`config.mk`:
```
export PLATFORM = sky130hd
export DESIGN_NAME = wb_shared_bus
export DESIGN_NICKNAME = d
export VERILOG_FILES = /design/src/rtl/wb_bus_pkg.sv /design/src/rtl/wb_rr_arbiter.sv /design/src/rtl/wb_shared_bus.sv
export SDC_FILE = /design/constraint.sdc
export NUM_CORES = 1
export LEC_CHECK = 0
export ABC_AREA = 1
export BUFFER_PORTS_ARGS = -buffer_cell sky130_fd_sc_hd__clkbuf_2
export CAP_MARGIN = 5
export CORE_AREA = 8 8 237 239
export DETAILED_ROUTE_END_ITERATION = 12
export DIE_AREA = 0 0 245 247
export HOLD_SLACK_MARGIN = 0.06
export PLACE_DENSITY = 0.3
export SLEW_MARGIN = 40
export SYNTH_ARGS = -nofsm -noshare
export SYNTH_HDL_FRONTEND = slang
export SYNTH_SLANG_ARGS = --single-unit
```
`constraint.sdc`:
```
create_clock -name clk_i -period 1.7 [get_ports clk_i]
set_input_delay 0.17 -clock clk_i [delete_from_list [all_inputs] [get_ports clk_i]]
set_output_delay 0.17 -clock clk_i [all_outputs]
set_load 0.1 [all_outputs]
```
`src/rtl/wb_bus_pkg.sv`:
```
// Shared definitions for the Wishbone shared bus: FSM encoding, slave-index
// field width, default stall limit and an index-width helper.
package wb_bus_pkg;

  typedef enum logic {
    BUS_IDLE  = 1'b0,
    BUS_OWNED = 1'b1
  } bus_state_e;

  // Slave select comes from the top SLV_IDX_W address bits of the owner.
  localparam int unsigned SLV_IDX_W              = 4;
  localparam int unsigned TIMEOUT_CYCLES_DEFAULT = 255;

  // Width of an index into n items; never narrower than one bit.
  function automatic int unsigned idx_w(input int unsigned n);
    return (n > 1) ? $clog2(n) : 1;
  endfunction

endpackage

```
`src/rtl/wb_rr_arbiter.sv`:
```
// Round-robin arbiter: searches requesters starting one past the last owner
// and returns a one-hot grant for the first requester found.
//   i_req        : request vector, one bit per master
//   i_last_owner : index of the master that last released the bus
//   o_grant      : one-hot grant (all zero when nobody requests)
module wb_rr_arbiter
  import wb_bus_pkg::*;
#(
  parameter  int unsigned NUM_MASTERS = 2,
  localparam int unsigned OW          = idx_w(NUM_MASTERS)
) (
  input  logic [NUM_MASTERS-1:0] i_req,
  input  logic [OW-1:0]          i_last_owner,
  output logic [NUM_MASTERS-1:0] o_grant
);

  // Walk last_owner+1 .. last_owner+NUM_MASTERS modulo NUM_MASTERS.
  always_comb begin : p_rr
    logic          found;
    logic [OW-1:0] k;
    o_grant = '0;
    found   = 1'b0;
    k       = '0;
    for (int unsigned i = 1; i <= NUM_MASTERS; i++) begin
      k = OW'((32'(i_last_owner) + i) % NUM_MASTERS);
      if (!found && i_req[k]) begin
        o_grant[k] = 1'b1;
        found      = 1'b1;
      end
    end
  end

endmodule

```
`src/rtl/wb_shared_bus.sv`:
```
// Wishbone shared bus: one master at a time owns the bus (round-robin,
// locked while its cyc stays high) and reaches one slave selected by the top
// address nibble. Unmapped accesses get a one-cycle registered error.
// Optional stall timeout: define WB_BUS_TIMEOUT_EN to build a counter that
// errors an access stalled for TIMEOUT_CYCLES strobe cycles.
//   clk_i, rst_i                         : clock, synchronous active-high reset
//   m_cyc_i/m_stb_i/m_we_i/m_addr_i/
//   m_data_i/m_sel_i                     : per-master requests (slice k = master k)
//   m_data_o/m_ack_o/m_err_o             : per-master responses
//   s_cyc_o/s_stb_o/s_we_o/s_addr_o/
//   s_data_o/s_sel_o                     : per-slave requests
//   s_data_i/s_ack_i/s_err_i             : per-slave responses
module wb_shared_bus
  import wb_bus_pkg::*;
#(
  parameter int unsigned NUM_MASTERS    = 2,
  parameter int unsigned NUM_SLAVES     = 4,
  parameter int unsigned DW             = 32,
  parameter int unsigned AW             = 32,
  parameter int unsigned TIMEOUT_CYCLES = TIMEOUT_CYCLES_DEFAULT
) (
  input  logic                       clk_i,
  input  logic                       rst_i,
  input  logic [NUM_MASTERS-1:0]     m_cyc_i,
  input  logic [NUM_MASTERS-1:0]     m_stb_i,
  input  logic [NUM_MASTERS-1:0]     m_we_i,
  input  logic [NUM_MASTERS*AW-1:0]  m_addr_i,
  input  logic [NUM_MASTERS*DW-1:0]  m_data_i,
  input  logic [NUM_MASTERS*DW/8-1:0] m_sel_i,
  output logic [NUM_MASTERS*DW-1:0]  m_data_o,
  output logic [NUM_MASTERS-1:0]     m_ack_o,
  output logic [NUM_MASTERS-1:0]     m_err_o,
  output logic [NUM_SLAVES-1:0]      s_cyc_o,
  output logic [NUM_SLAVES-1:0]      s_stb_o,
  output logic [NUM_SLAVES-1:0]      s_we_o,
  output logic [NUM_SLAVES*AW-1:0]   s_addr_o,
  output logic [NUM_SLAVES*DW-1:0]   s_data_o,
  output logic [NUM_SLAVES*DW/8-1:0] s_sel_o,
  input  logic [NUM_SLAVES*DW-1:0]   s_data_i,
  input  logic [NUM_SLAVES-1:0]      s_ack_i,
  input  logic [NUM_SLAVES-1:0]      s_err_i
);

  localparam int unsigned SW = DW / 8;
  localparam int unsigned OW = idx_w(NUM_MASTERS);

  bus_state_e           r_state;
  logic [OW-1:0]        r_owner;
  logic [OW-1:0]        r_last_owner;
  logic                 r_umap_err;

  logic [NUM_MASTERS-1:0] w_grant;
  logic [OW-1:0]          w_grant_idx;
  logic                   w_cyc, w_stb, w_we;
  logic [AW-1:0]          w_addr;
  logic [DW-1:0]          w_wdata;
  logic [SW-1:0]          w_sel;
  logic [SLV_IDX_W-1:0]   w_sidx;
  logic                   w_mapped;
  logic                   w_active;
  logic                   w_sack, w_serr;
  logic [DW-1:0]          w_sdata;
  logic                   w_tmo_pulse;

  wb_rr_arbiter #(.NUM_MASTERS(NUM_MASTERS)) u_arb (
    .i_req       (m_cyc_i),
    .i_last_owner(r_last_owner),
    .o_grant     (w_grant)
  );

  // One-hot grant to index.
  always_comb begin
    w_grant_idx = '0;
    for (int k = 0; k < int'(NUM_MASTERS); k++) begin
      if (w_grant[k]) w_grant_idx = OW'(k);
    end
  end

  // Owner request mux.
  always_comb begin
    w_cyc   = 1'b0;
    w_stb   = 1'b0;
    w_we    = 1'b0;
    w_addr  = '0;
    w_wdata = '0;
    w_sel   = '0;
    for (int k = 0; k < int'(NUM_MASTERS); k++) begin
      if (r_owner == OW'(k)) begin
        w_cyc   = m_cyc_i[k];
        w_stb   = m_stb_i[k];
        w_we    = m_we_i[k];
        w_addr  = m_addr_i[k*AW +: AW];
        w_wdata = m_data_i[k*DW +: DW];
        w_sel   = m_sel_i[k*SW +: SW];
      end
    end
  end

  // Owner cyc gates everything, so an abort or reset drops strobes at once.
  assign w_active = (r_state == BUS_OWNED) && w_cyc && !rst_i;
  assign w_sidx   = w_addr[AW-1 -: SLV_IDX_W];
  assign w_mapped = 32'(w_sidx) < NUM_SLAVES;

  // Slave fan-out and response select.
  always_comb begin
    s_cyc_o  = '0;
    s_stb_o  = '0;
    s_we_o   = '0;
    s_addr_o = '0;
    s_data_o = '0;
    s_sel_o  = '0;
    w_sack   = 1'b0;
    w_serr   = 1'b0;
    w_sdata  = '0;
    for (int j = 0; j < int'(NUM_SLAVES); j++) begin
      if (w_active && w_mapped && (w_sidx == SLV_IDX_W'(j))) begin
        s_cyc_o[j]           = 1'b1;
        s_stb_o[j]           = w_stb && !w_tmo_pulse;
        s_we_o[j]            = w_we;
        s_addr_o[j*AW +: AW] = w_addr;
        s_data_o[j*DW +: DW] = w_wdata;
        s_sel_o[j*SW +: SW]  = w_sel;
        w_sack               = s_ack_i[j];
        w_serr               = s_err_i[j];
        w_sdata              = s_data_i[j*DW +: DW];
      end
    end
  end

  // Responses reach the owner only; everyone else sees zeros.
  always_comb begin
    m_ack_o  = '0;
    m_err_o  = '0;
    m_data_o = '0;
    for (int k = 0; k < int'(NUM_MASTERS); k++) begin
      if (w_active && (r_owner == OW'(k))) begin
        m_ack_o[k]           = w_sack;
        m_err_o[k]           = w_serr || r_umap_err || w_tmo_pulse;
        m_data_o[k*DW +: DW] = w_sdata;
      end
    end
  end

  // Ownership FSM: grant registers on IDLE->OWNED, release back to IDLE.
  always_ff @(posedge clk_i) begin
    if (rst_i) begin
      r_state      <= BUS_IDLE;
      r_owner      <= '0;
      r_last_owner <= OW'(NUM_MASTERS - 1);
    end else begin
      case (r_state)
        BUS_IDLE: begin
          if (|m_cyc_i) begin
            r_state <= BUS_OWNED;
            r_owner <= w_grant_idx;
          end
        end
        BUS_OWNED: begin
          if (!w_cyc) begin
            r_state      <= BUS_IDLE;
            r_last_owner <= r_owner;
          end
        end
        default: r_state <= BUS_IDLE;
      endcase
    end
  end

  // Unmapped strobe -> one error pulse next cycle; not re-armed by the pulse cycle.
  always_ff @(posedge clk_i) begin
    if (rst_i || !w_active) r_umap_err <= 1'b0;
    else                    r_umap_err <= w_stb && !w_mapped && !r_umap_err;
  end

`ifdef WB_BUS_TIMEOUT_EN
  localparam int unsigned TW = $clog2(TIMEOUT_CYCLES + 1);

  logic [TW-1:0] r_tmo_cnt;
  logic          r_tmo_err;

  // Count stalled strobe cycles; on the limit, error for one cycle and restart.
  always_ff @(posedge clk_i) begin
    if (rst_i || !w_active) begin
      r_tmo_cnt <= '0;
      r_tmo_err <= 1'b0;
    end else if (w_stb && w_mapped && !r_tmo_err && !w_sack && !w_serr) begin
      if (r_tmo_cnt == TW'(TIMEOUT_CYCLES - 1)) begin
        r_tmo_cnt <= '0;
        r_tmo_err <= 1'b1;
      end else begin
        r_tmo_cnt <= r_tmo_cnt + TW'(1);
        r_tmo_err <= 1'b0;
      end
    end else begin
      r_tmo_cnt <= '0;
      r_tmo_err <= 1'b0;
    end
  end

  assign w_tmo_pulse = r_tmo_err;
`else
  assign w_tmo_pulse = 1'b0;
`endif

endmodule

```
==> run metrics, run 1 <==
status=finished, violations left; failing checks=negative setup slack; Cell Area, Synth=3984 sq um; CTS buffer count=3; Max Root-Sink Buffers=2; CP delay by family, top=buffers and inverters; die span in x=~250 um; antenna-violating nets left=0; Die ar.=60520 sq um; GRT Overall Usage=16.09%; vias per cell=3.866; I/O pins=632; XOR/XNOR Fraction of Synth Area=0%; Routed WL per cell=24.38 um; Clock Tree Root=clkbuf_16; maximum vdd drop=0.2578 mV; main combinational cell family by area after synthesis=simple AND/OR/NAND/NOR gates; Syn Area/Cell=5.024 sq um; gpl congestion=between 0.8 and 0.9; Skew-Pair Late Insertion Delay=between 0.2 and 0.25 ns; 1st-iter DRT viols=184; DR vias=8586; Yosys top cell area share=37.69%; RSZ-0062 raised after global routing=true; Yosys cell types=28; CTS Sinks=4; final hold slack=0.1242 ns; final core occ=about a third; complex-gate fraction of the synthesized area=under 10%; power per cell area=approximately 170 nW/um^2; Max Clock Freq=437.5 MHz; Worst EP arrival=2.12 ns; Ys Warns=0; Most Frequent Cell on Critical Path=buf_12; Hold Path Class=input pin to flip-flop; number of remaining DRC errors=0; cell chain of the critical path=buf_6 -> nand2_4 -> nand2_4 -> nor2_8 -> buf_12 -> nand3_4 -> buf_12 -> buf_16 -> or2_1 -> nand2_2 -> nor2_4 -> buf_12; H-tree levels=1; Max-slew headroom=65.96%; Leak Pwr=7.395 nW; initial antenna violation count=4; Startpoint Class=flip-flop; Post-Synth Adder-Cell Area=0%; CP max FO=8; Worst Clk Skew=0.001420 ns; chip height=between 200 and 250 um; grt ovf=0; DR pass1 iterations=4; Core Box Area=between 50000 and 60000 sq um; post-synth top area cell=nor2_1; crit path kind=flip-flop to primary output; mux cell area share after synthesis=16.58%; WP data required=about 1.5 ns; Slew @ Worst Pin=0.5106 ns; share of cells above drive strength 1=82.96%; Starting Density=under 10%; global-route wire length before repair=71130 um; Tmin final=2.286 ns; setup violators final=roughly 340; P&R area growth vs syn=361.0%; synth top area cells=nor2_1 (38%), mux2i_1 (17%), nand4_1 (16%), inv_1 (4.9%), nand3_1 (4.3%); CTS tree=built; Port Buf Inserts=619; Rows=between 80 and 90; final worst-path cycle share=134.4%; Max Cap Viol=0; Fin. Hold Viols=0; cell count after synthesis=793; fin worst setup slack=-0.5856 ns; final wirelength=54150 um; CP bufs+invs=5; Crit. End Element=primary output; layout net count=1813; Worst-path clk slew=0.03 ns; vias in the first global route=9078; max-slew violations=0; largest net degree at the start of global routing=53; Crit path largest cell delay=0.37 ns; Post-DP HPWL=around 43000 um; Synth Area in Simple Gates=between 60% and 70%; flops & latches, synth=4; sequential-to-total area share from yosys stat=a little over 2%; Slowest cell on crit path=dfxtp_4
[cells by family (layout without fill, tap and decap cells)]
group	Yosys count	count (layout)
muxes	66	66
and+or+nand+nor	572	572
buffers and inverters	143	871
other	1	13
AOI/OAI and AO/OA	7	7
DFF	4	4
[cells in the final DEF, fill, tap and decap left out, drive strengths merged]
| master | instances |
|---|---|
| a21oi | 1 |
| a31oi | 1 |
| buf | 518 |
| bufbuf | 1 |
| clkbuf | 298 |
| conb | 12 |
| dfxtp | 4 |
| diode | 1 |
| inv | 54 |
| mux2i | 66 |
| nand2 | 26 |
| nand3 | 36 |
| nand3b | 1 |
| nand4 | 101 |
| nor2 | 406 |
| nor4 | 1 |
| o211ai | 1 |
| o21ai | 3 |
| o21bai | 1 |
| or2 | 1 |
[layout make-up]
cell class              instances  area, sq um
multi-input cells             657         6223
well taps                     688        860.8
fillers                      5238        33870
flip-flops and latches          4        83.83
inverters                      54        220.2
diodes                          1        2.502
repair buffers                813        10900
clock buffers                   4        78.83
[per-stage QoR]
stage	cells	total power [mW]	area, sq um	setup slack [ns]	setup TNS [ns]
2_1_floorplan	804	1.175	5602	-0.9675	-234.76
3_3_place_gp	2165	2.300	15500	-0.6275	-120.35
3_5_place_dp	2165	2.296	15500	-0.6203	-114.43
4_1_cts	2197	2.987	17290	-0.6031	-181.67
5_1_grt	2220	3.328	18360	-0.6517	-198.40
6_report	2221	3.168	18370	-0.5856	-171.68
[registers in the layout, indices dropped and copies added (netlist names)]
signal	cells
r_umap_err	1
r_state	1
r_last_owner	1
r_owner	1
[final timing paths]
kind / slack, ns / cells after the start / end / startpoint
setup / recovery: -0.59 / 12 / m_data_o[63] / r_owner
hold reg to reg: 0.52 / 1 / r_umap_err / r_umap_err
setup reg to reg: -0.11 / 6 / r_umap_err / r_owner
hold / removal: 0.12 / 2 / r_owner / rst_i
[synthesized netlist by cell type (all sizes together)]
| master | instances |
|---|---|
| nand4 | 101 |
| nand3 | 36 |
| buf | 67 |
| o21bai | 1 |
| mux2i | 66 |
| conb | 1 |
| or2 | 1 |
| nor2 | 406 |
| inv | 54 |
| o21ai | 3 |
| a21oi | 1 |
| o211ai | 1 |
| clkbuf | 22 |
| nor4 | 1 |
| nand2 | 26 |
| a31oi | 1 |
| nand3b | 1 |
| dfxtp | 4 |
[power breakdown]
part	leakage, nW	switching [mW]	internal (mW)	total, mW
clock network	0.0382	0.0752	0.311	0.386
logic	7.32	1.58	1.09	2.68
registers	0.0337	0.00727	0.100	0.108
total	7.40	1.67	1.50	3.17
[metal layers]
metal	routed length, um	GRT usage (%)
met1	18810	16.86
met2	31080	32.98
met3	3553	3.658
met4	648	1.472
met5	48	0
[repair_timing]
action | in CTS | in global routing
setup buffers | 15 | 12
hold buffers | 0 | 0
gates cloned | 15 | 17
gates resized for setup | 306 | 165
endpoints found under the setup margin | 341 | 341
pin swaps | 42 | 47
Note: power is estimated with default switching activity, not from simulation.
==> run 2: changes to the inputs <==
--- a/config.mk
+++ b/config.mk
@@ -6,11 +6,11 @@
 export NUM_CORES = 1
 export LEC_CHECK = 0
 export ABC_AREA = 1
-export BUFFER_PORTS_ARGS = -buffer_cell sky130_fd_sc_hd__clkbuf_2
+export BUFFER_PORTS_ARGS = -buffer_cell sky130_fd_sc_hd__buf_4
 export CAP_MARGIN = 5
-export CORE_AREA = 8 8 237 239
+export CORE_AREA = 8 8 236 238
 export DETAILED_ROUTE_END_ITERATION = 12
-export DIE_AREA = 0 0 245 247
+export DIE_AREA = 0 0 244 246
 export HOLD_SLACK_MARGIN = 0.06
 export PLACE_DENSITY = 0.3
 export SLEW_MARGIN = 40
==> constraint.sdc (replaced) <==
create_clock -name clk_i -period 2.9 [get_ports clk_i]
set_input_delay 0.29 -clock clk_i [delete_from_list [all_inputs] [get_ports clk_i]]
set_output_delay 0.29 -clock clk_i [all_outputs]
set_load 0.1 [all_outputs]
==> run 2 against run 1 <==
Against the previous run:
- via count shrank 12%
- largest cell class unchanged
- power shrank 59%
- highest routed layer unchanged
- final area shrank 46%
- final cell count shrank 6.6%
- setup slack gained 0.76 ns
- the run now ends clean
- sequential cell count is the same
- critical endpoint is now m_data_o[59]
- sequential share of layout area grew 0.38 points
==> run metrics, run 2 (synthesis results as in run 1) <==
Routed WL per cell=20.69 um (-15%); setup violators final=0 (-100%); CP max FO=68 (+60); Leak Pwr=5.154 nW (-30%); min-delay src=rst_i; H-tree levels=1 (unchanged); Crit. End Element=primary output; RSZ-0062 raised after global routing=false; most common cell after layout, fill and taps aside=buf_4; commonest cells after routing, fill and taps aside=buf_4 (641), nor2_1 (333), nand4_1 (101); share of cells above drive strength 1=54.76% (-28 points); Hold Path Class=input pin to flip-flop; Placed Cells incl. Taps=2065 (-4.6%); number of remaining DRC errors=0 (unchanged); Tmin final=2.728 ns; Slew @ Worst Pin=0.7009 ns (+0.1903 ns); DP Area=9773 sq um (-37%); Worst EP arrival=2.44 ns (+0.32 ns); Skew-Pair Late Insertion Delay=0.23 ns (about the same); Starting Density=7.658% (+0.031 points); Max Root-Sink Buffers=2 (unchanged); GRT Overall Usage=12.88% (-3.2 points); Startpoint Class=flip-flop; status=completed; filler-free cell count of the finished design=2074 (-6.6%); final worst-path cycle share=~94%; Port Buf Inserts=619 (unchanged); Die ar.=60020 sq um (-0.81%); final core occ=19.15% (-16 points); vias per cell=3.635 (-6.0%); final hold slack=0.2211 ns (+0.09684 ns); Rows=84 (unchanged); Tot Pwr=1.299 mW (-59%); power per cell area=130.4 nW/um^2 (-24%); initial antenna violation count=7 (+3); antenna fix cells=0 (-1); final wirelength=42920 um (-21%); Post-DP HPWL=36080 um (-17%); Worst Clk Skew=0.003301 ns (+0.001881 ns); DR pass1 iterations=4 (unchanged); DR vias=7540 (-12%); Finished Cell Area=9965 sq um (-46%); antenna-violating nets left=0 (unchanged); Max Cap Viol=0 (unchanged); Critical Path Source=r_owner; CTS Hold Buffers Added=0 (unchanged); die span in x=244 um (-0.41%); WP data required=2.61 ns (+1.08 ns); I/O pins=632 (unchanged); largest net degree at the start of global routing=71 (+34%); CTS tree=built; P&R area growth vs syn=150.1%; chip height=246 um (-0.40%); Worst-path clk slew=0.04 ns (about the same); gpl congestion=0.7996 (-1.5%); Max Clock Freq=366.5 MHz; Clock Tree Root=clkbuf_16; max-slew violations=0 (unchanged); Max-slew headroom=53.28% (-13 points); Core Box Area=52020 sq um (-0.40%); worst r2r src=r_owner; CTS Sinks=4 (unchanged); CTS buffer count=3 (unchanged); maximum vdd drop=0.1028 mV (-60%); crit path kind=flip-flop to primary output; layout net count=1667 (-8.1%); vias in the first global route=7709 (-15%); Fin. Hold Viols=0 (unchanged); global-route wire length before repair=58170 um (-18%); 1st-iter DRT viols=227 (+23%); grt ovf=0 (unchanged)
==> run 2: changes by cell type in the layout (fill, tap and decap cells not counted), sizes merged <==
cell,previous run,this run
clkbuf,298,5
bufbuf,1,0
buf,518,666
diode,1,0
==> run 2: power by group <==
group | internal, mW | switching (mW)
logic | 0.404 | 0.604
clock network | 0.182 | 0.0459
registers | 0.0588 | 0.00440
==> run 2: what timing repair did <==
| action | 4_1_cts | 5_1_grt |
|---|---|---|
| endpoints found under the setup margin | 0 | 29 |
| resized for setup | 0 | 11 |
| setup buffers | 0 | 4 |
==> run 2: path summary, 6_finish.rpt <==
check,cells past startpoint,slack [ns],end
setup / recovery,10,0.17,m_data_o[59]
hold / removal,2,0.22,r_owner
setup reg to reg,4,1.31,r_umap_err
hold reg to reg,1,0.49,r_umap_err
==> run 2: layout make-up <==
cell class | count | area [sq um]
Fill cell | 6068 | 42060
Timing Repair Buffer | 667 | 5258
Multi-Input combinational cell | 657 | 3478
Tap cell | 688 | 860.8
Inverter | 54 | 205.2
Sequential cell | 4 | 83.83
Clock buffer | 4 | 78.83
==> run 2: worst max-delay path, stage by stage, from the launching register on <==
cell     delay [ns]
dfxtp_4        0.38
inv_1          0.16
nand2_1        0.11
nand2_4        0.15
buf_12         0.28
buf_4          0.32
nand4_1        0.13
nand3_1        0.15
nor2_1         0.07
nor2_1         0.10
buf_4          0.31
==> run 2: metrics by stage <==
step	setup TNS [ns]	setup WS, ns
2_1_floorplan	-0.2586	-0.006466
3_3_place_gp	0	0.2653
3_5_place_dp	0	0.2791
4_1_cts	0	0.03509
5_1_grt	0	0.001446
6_report	0	0.1717
==> run 2: layer usage <==
layer | global-route usage, % | up-vias | part of all wire, %
met5 | 0 | - | 0.20
met4 | 1.087 | 14 | 0.57
met3 | 4.895 | 22 | 9.3
met2 | 25.52 | 351 | 54
met1 | 13.07 | 3417 | 36
li1 | - | 3736 | -
